### src/rtl/cbus_single_arbiter.sv
// rtl/cbus_single_arbiter.sv - single-beat ibus/dbus to cbus arbiter and bridge (option: CBUS_ARB_RR_EN)
package common;
    typedef logic [63:0] addr_t;
    typedef logic [63:0] word_t;
    typedef logic [7:0]  strobe_t;
    typedef logic [2:0]  msize_t;
    typedef logic [7:0]  mlen_t;
    typedef logic [1:0]  axi_burst_type_t;

    localparam msize_t          MSIZE4         = 3'b010;
    localparam mlen_t           MLEN1          = 8'h00;
    localparam axi_burst_type_t AXI_BURST_INCR = 2'b01;

    typedef struct packed {
        logic  valid;
        addr_t addr;
    } ibus_req_t;

    typedef struct packed {
        logic        addr_ok;
        logic        data_ok;
        logic [31:0] data;
    } ibus_resp_t;

    typedef struct packed {
        logic    valid;
        addr_t   addr;
        msize_t  size;
        strobe_t strobe;
        word_t   data;
    } dbus_req_t;

    typedef struct packed {
        logic  addr_ok;
        logic  data_ok;
        word_t data;
    } dbus_resp_t;

    typedef struct packed {
        logic            valid;
        logic            is_write;
        msize_t          size;
        addr_t           addr;
        strobe_t         strobe;
        word_t           data;
        mlen_t           len;
        axi_burst_type_t burst;
    } cbus_req_t;

    typedef struct packed {
        logic  ready;
        logic  last;
        word_t data;
    } cbus_resp_t;
endpackage

module cbus_single_arbiter
    import common::*;
(
    input  logic       clk,
    input  logic       reset,
    input  ibus_req_t  ireq,
    output ibus_resp_t iresp,
    input  dbus_req_t  dreq,
    output dbus_resp_t dresp,
    output cbus_req_t  creq,
    input  cbus_resp_t cresp
);
    localparam logic [1:0] IDLE   = 2'd0;
    localparam logic [1:0] BUSY_I = 2'd1;
    localparam logic [1:0] BUSY_D = 2'd2;

    logic [1:0] r_state;
    logic [1:0] w_state_next;
    cbus_req_t  r_creq;
    cbus_req_t  w_xlate;
    logic       w_any_req;
    logic       w_grant_d;
    logic       w_done;
    logic       w_busy;

    assign w_any_req = ireq.valid | dreq.valid;
    assign w_done    = cresp.ready & cresp.last;
    assign w_busy    = (r_state == BUSY_I) || (r_state == BUSY_D);

`ifdef CBUS_ARB_RR_EN
    logic r_last_d;

    // On contention, hand the bus to whichever port did not win last time.
    always_comb begin
        w_grant_d = dreq.valid;
        if (dreq.valid && ireq.valid) begin
            w_grant_d = ~r_last_d;
        end
    end

    always_ff @(posedge clk or posedge reset) begin
        if (reset) begin
            r_last_d <= 1'b0;
        end else if (r_state == IDLE && w_any_req) begin
            r_last_d <= w_grant_d;
        end
    end
`else
    // Loads/stores are older than the fetch, so they always win.
    assign w_grant_d = dreq.valid;
`endif

    always_comb begin
        w_xlate       = '0;
        w_xlate.valid = 1'b1;
        w_xlate.len   = MLEN1;
        w_xlate.burst = AXI_BURST_INCR;
        if (w_grant_d) begin
            w_xlate.is_write = |dreq.strobe;
            w_xlate.size     = dreq.size;
            w_xlate.addr     = dreq.addr;
            w_xlate.strobe   = dreq.strobe;
            w_xlate.data     = dreq.data;
        end else begin
            w_xlate.size = MSIZE4;
            w_xlate.addr = ireq.addr;
        end
    end

    always_comb begin
        w_state_next = r_state;
        case (r_state)
            IDLE: begin
                if (w_any_req) begin
                    w_state_next = w_grant_d ? BUSY_D : BUSY_I;
                end
            end
            BUSY_I, BUSY_D: begin
                if (w_done) begin
                    w_state_next = IDLE;
                end
            end
            default: w_state_next = IDLE;
        endcase
    end

    always_ff @(posedge clk or posedge reset) begin
        if (reset) begin
            r_state <= IDLE;
            r_creq  <= '0;
        end else begin
            r_state <= w_state_next;
            if (r_state == IDLE && w_any_req) begin
                r_creq <= w_xlate;
            end
        end
    end

    assign creq = w_busy ? r_creq : '0;

    always_comb begin
        iresp = '0;
        dresp = '0;
        if (w_done && r_state == BUSY_I) begin
            iresp.addr_ok = 1'b1;
            iresp.data_ok = 1'b1;
            iresp.data    = r_creq.addr[2] ? cresp.data[63:32] : cresp.data[31:0];
        end
        if (w_done && r_state == BUSY_D) begin
            dresp.addr_ok = 1'b1;
            dresp.data_ok = 1'b1;
            dresp.data    = cresp.data;
        end
    end
endmodule

### config.mk
export PLATFORM = sky130hd
export DESIGN_NAME = cbus_single_arbiter
export DESIGN_NICKNAME = d
export VERILOG_FILES = /design/src/rtl/cbus_single_arbiter.sv
export SDC_FILE = /design/constraint.sdc
export NUM_CORES = 1
export LEC_CHECK = 0
export CORE_AREA = 2 2 204 206
export CTS_BUF_LIST = sky130_fd_sc_hd__clkbuf_2
export DETAILED_ROUTE_END_ITERATION = 12
export DIE_AREA = 0 0 206 208
export GPL_TIMING_DRIVEN = 0
export HOLD_SLACK_MARGIN = 0.15
export SYNTH_ARGS = -nofsm -noshare
export SYNTH_HDL_FRONTEND = slang
export SYNTH_SLANG_ARGS = --single-unit
### constraint.sdc
create_clock -name clk -period 6.2 [get_ports clk]
set_clock_uncertainty 0.2 [all_clocks]
set_input_delay 1.55 -clock clk [delete_from_list [all_inputs] [get_ports clk]]
set_output_delay 1.55 -clock clk [all_outputs]
set_load 0.005 [all_outputs]
==> results_dict.tcl <==
set metrics [dict create \
    status "complete, no violations" \
    comb_power_share_pct 58.8 \
    slowest_stage "ha_1" \
    areaGrowthSynthToFinish_pct 77.95 \
    clockBufferDepth 2 \
    ios 524 \
    port_buffers 513 \
    dp_hpwl_um 28730 \
    max_freq_mhz 183.2 \
    slew_violations 0 \
    fin_nets 1602 \
    p_int_uw 3216 \
    cts.sinks 143 \
    rows 74 \
    die_h_um 208 \
    cp_cell_sequence "inv_1, ha_1, buf_2, clkbuf_1, and2_1, buf_4, clkdlybuf4s50_1" \
    coreArea_um2 40550 \
    drc 0 \
    slew_headroom_pct 55.34 \
    critical_path_class "reg2out" \
    place.gp.congestion 0.8069 \
    cts_resized 0 \
    grt_pass1_vias 8028 \
    clk_latency_ns 0.82 \
    worst-slew-pin-transition_ns 0.6699 \
    p_leak_uw 0.005908 \
    fill_cells 4261 \
    grt_pass1_wl_um 51410 \
    netlist_area_um2 7792 \
    cts_max_level 4 \
    cp_num_buf_inv 5 \
    vias 7756 \
    finalSetupViolations 0 \
    cts_tree "done" \
    async_flop_share_pct 100.0 \
    clock_power_share_pct 10.3 \
    postLayoutCellArea_um2 13870 \
    fin_util_pct 34.19 \
    antenna_left 0 \
    syn_avg_cell_area_um2 9.927 \
    yosysMostFrequentCell "and2_1" \
    start_util_pct 19.22 \
    rsz0062_at_grt "no" \
    power.density_nw_per_um2 378.1 \
    yosysTopAreaCellShare_pct 45.92 \
    numCtsBuffers 17 \
    dieWidth_um 206 \
    ys_warn_count 0 \
    hold_start "r_creq[0]" \
    wl_um 36060 \
    yosysSeqAreaShare_pct 45.92 \
    period_share_pct 88.02 \
    synthTopCellsByCount "and2_1, dfrtp_1, mux2i_1, a22o_1, nand2_1" \
    synth_edf_count 0 \
    track_usage_pct 16.34 \
    first_pass_iters 4 \
    drt_iter0_drc 209 \
    worstReg2RegStart "r_state[1]" \
    syn_inst 785 \
    min_to "r_creq[0]" \
    drive_gt1_share_pct 6.129 \
    fin_hold_ws_ns 0.2866 \
    peakVddDrop_mv 0.2014 \
    required_ns 4.45 \
    cpPeakStageDelay_ns 0.56 \
    hold_violations 0 \
    post-cts-setup-buffers 0 \
    register_area_um2 3578 \
    hold_buffers 0 \
    drv_cap 0 \
    dieArea_um2 42850 \
    synth.distinct_cells 26 \
    synth_ff_type "dfrtp_1" \
    multiInputGateArea_um2 3761 \
    critPathCaptureType "primary output" \
    routedWlPerCell_um 19.24 \
    synth_area_leaders "dfrtp_1, and2_1, mux2i_1, a22o_1, o21ai_0" \
    fin_cells 1874 \
    cp_top_family "buffers and inverters" \
    cts_root_buf "clkbuf_2" \
    place_area_um2 13660 \
    startpoint_type "flop" \
    avgViaCountPerCell 4.139 \
    p_switching_uw 2027 \
    grt_remaining_overflow 0 \
    cp_data_arrival_time_ns 3.71 \
    antenna_found_initial 5 \
    min_path_cells 1 \
    hold_path_class "reg2reg" \
    layout_min_cycle_time_ns 5.458 \
    post-synth-top-area-cell "dfrtp_1" \
    grt_start_max_net_pins 76 \
    dp.cells 1839 \
    seqPwrFrac_pct 30.8 \
    reg2reg_depth 6 \
    crit_fanout 10 \
    ff2ff_setup_slack_ns 3.91 \
    swShare_pct 38.66 \
    ys_seq_elements 143 \
    r2r_end "r_creq[146]" \
    path_clk_slew_ns 0.26 \
    tns_ns 0 \
]
## kinds of logic (layout without fill, tap and decap cells)
group | count (synthesis) | count (layout) | synth area share (%)
buffers and inverters | 85 | 630 | 6.198
adders and majority gates | 3 | 3 | 0.4817
and+or+nand+nor | 311 | 311 | 21.80
other | 1 | 13 | 0.04812
AOI/OAI and AO/OA | 146 | 146 | 13.21
DFF | 143 | 143 | 45.92
muxes | 96 | 96 | 12.33
## stage by stage
step	total power (uW)	setup WS, ns
after floorplan	2971	0.6121
after global placement	4763	-1.857
final	5243	0.7425
after CTS	5375	0.3522
after detailed placement	4802	0.8171
after global routing	5668	0.3758
## state kept, by name (all words and copies together) (netlist names)
name and flops:
r_creq 141, r_state 2
## layout by cell type (no fill, tap or decap), types with 2 or more instances in the layout
cell type        count
clkbuf_1            29
inv_6                4
o21ai_0             63
clkinv_1             2
buf_2               17
ha_1                 3
conb_1               9
and2_1             206
nand2_1             65
nor2b_1              2
clkdlybuf4s50_1    513
diode_2              4
nor2_1              33
nor4_1               2
a21oi_1              3
inv_1                5
mux2i_1             96
clkinv_2             4
dfrtp_1            143
clkinvlp_4           2
clkbuf_2            17
buf_6                5
a22o_1              74
buf_4               28
clkinv_4             2
## per-layer routing
metal  track usage [%]  wire length (um)
met1             18.36             14310
met2             29.67             18530
met3             4.746              2616
met4             4.557               582
met5                 0                24
## layout make-up
cell class / instances / share of cell area [%]
clock inverters: 14 / 0.8391
multi-input cells: 565 / 27.12
repair buffers: 514 / 37.23
diodes: 4 / 0.07218
plain buffers: 79 / 3.320
inverters: 6 / 0.1985
well taps: 532 / 4.800
clock buffers: 17 / 0.6136
flip-flops and latches: 143 / 25.81
## power groups by stage
stage | Combinational [uW] | Sequential [uW] | Clock (uW)
6_report | 3080 | 1620 | 542
2_1_floorplan | 1410 | 1560 | 0
4_1_cts | 3180 | 1620 | 578
5_1_grt | 3380 | 1670 | 614
3_5_place_dp | 3170 | 1630 | 0
3_3_place_gp | 3140 | 1630 | 0
## worst max path at each step
| stage | slack, ns | endpoint | start | depth (start not counted) |
|---|---|---|---|---|
| floorplan | 0.61 | r_creq[0] | reset | 1 |
| finish | 0.74 | creq[150] | r_state[1] | 7 |
| CTS | 0.35 | creq[73] | r_state[1] | 6 |
| detailed placement | 0.82 | dresp[25] | cresp[64] | 6 |
| global route | 0.38 | creq[73] | r_state[1] | 6 |
| global placement | -1.86 | r_creq[135] | reset | 2 |
No activity file was read; power rests on OpenSTA's default activity.
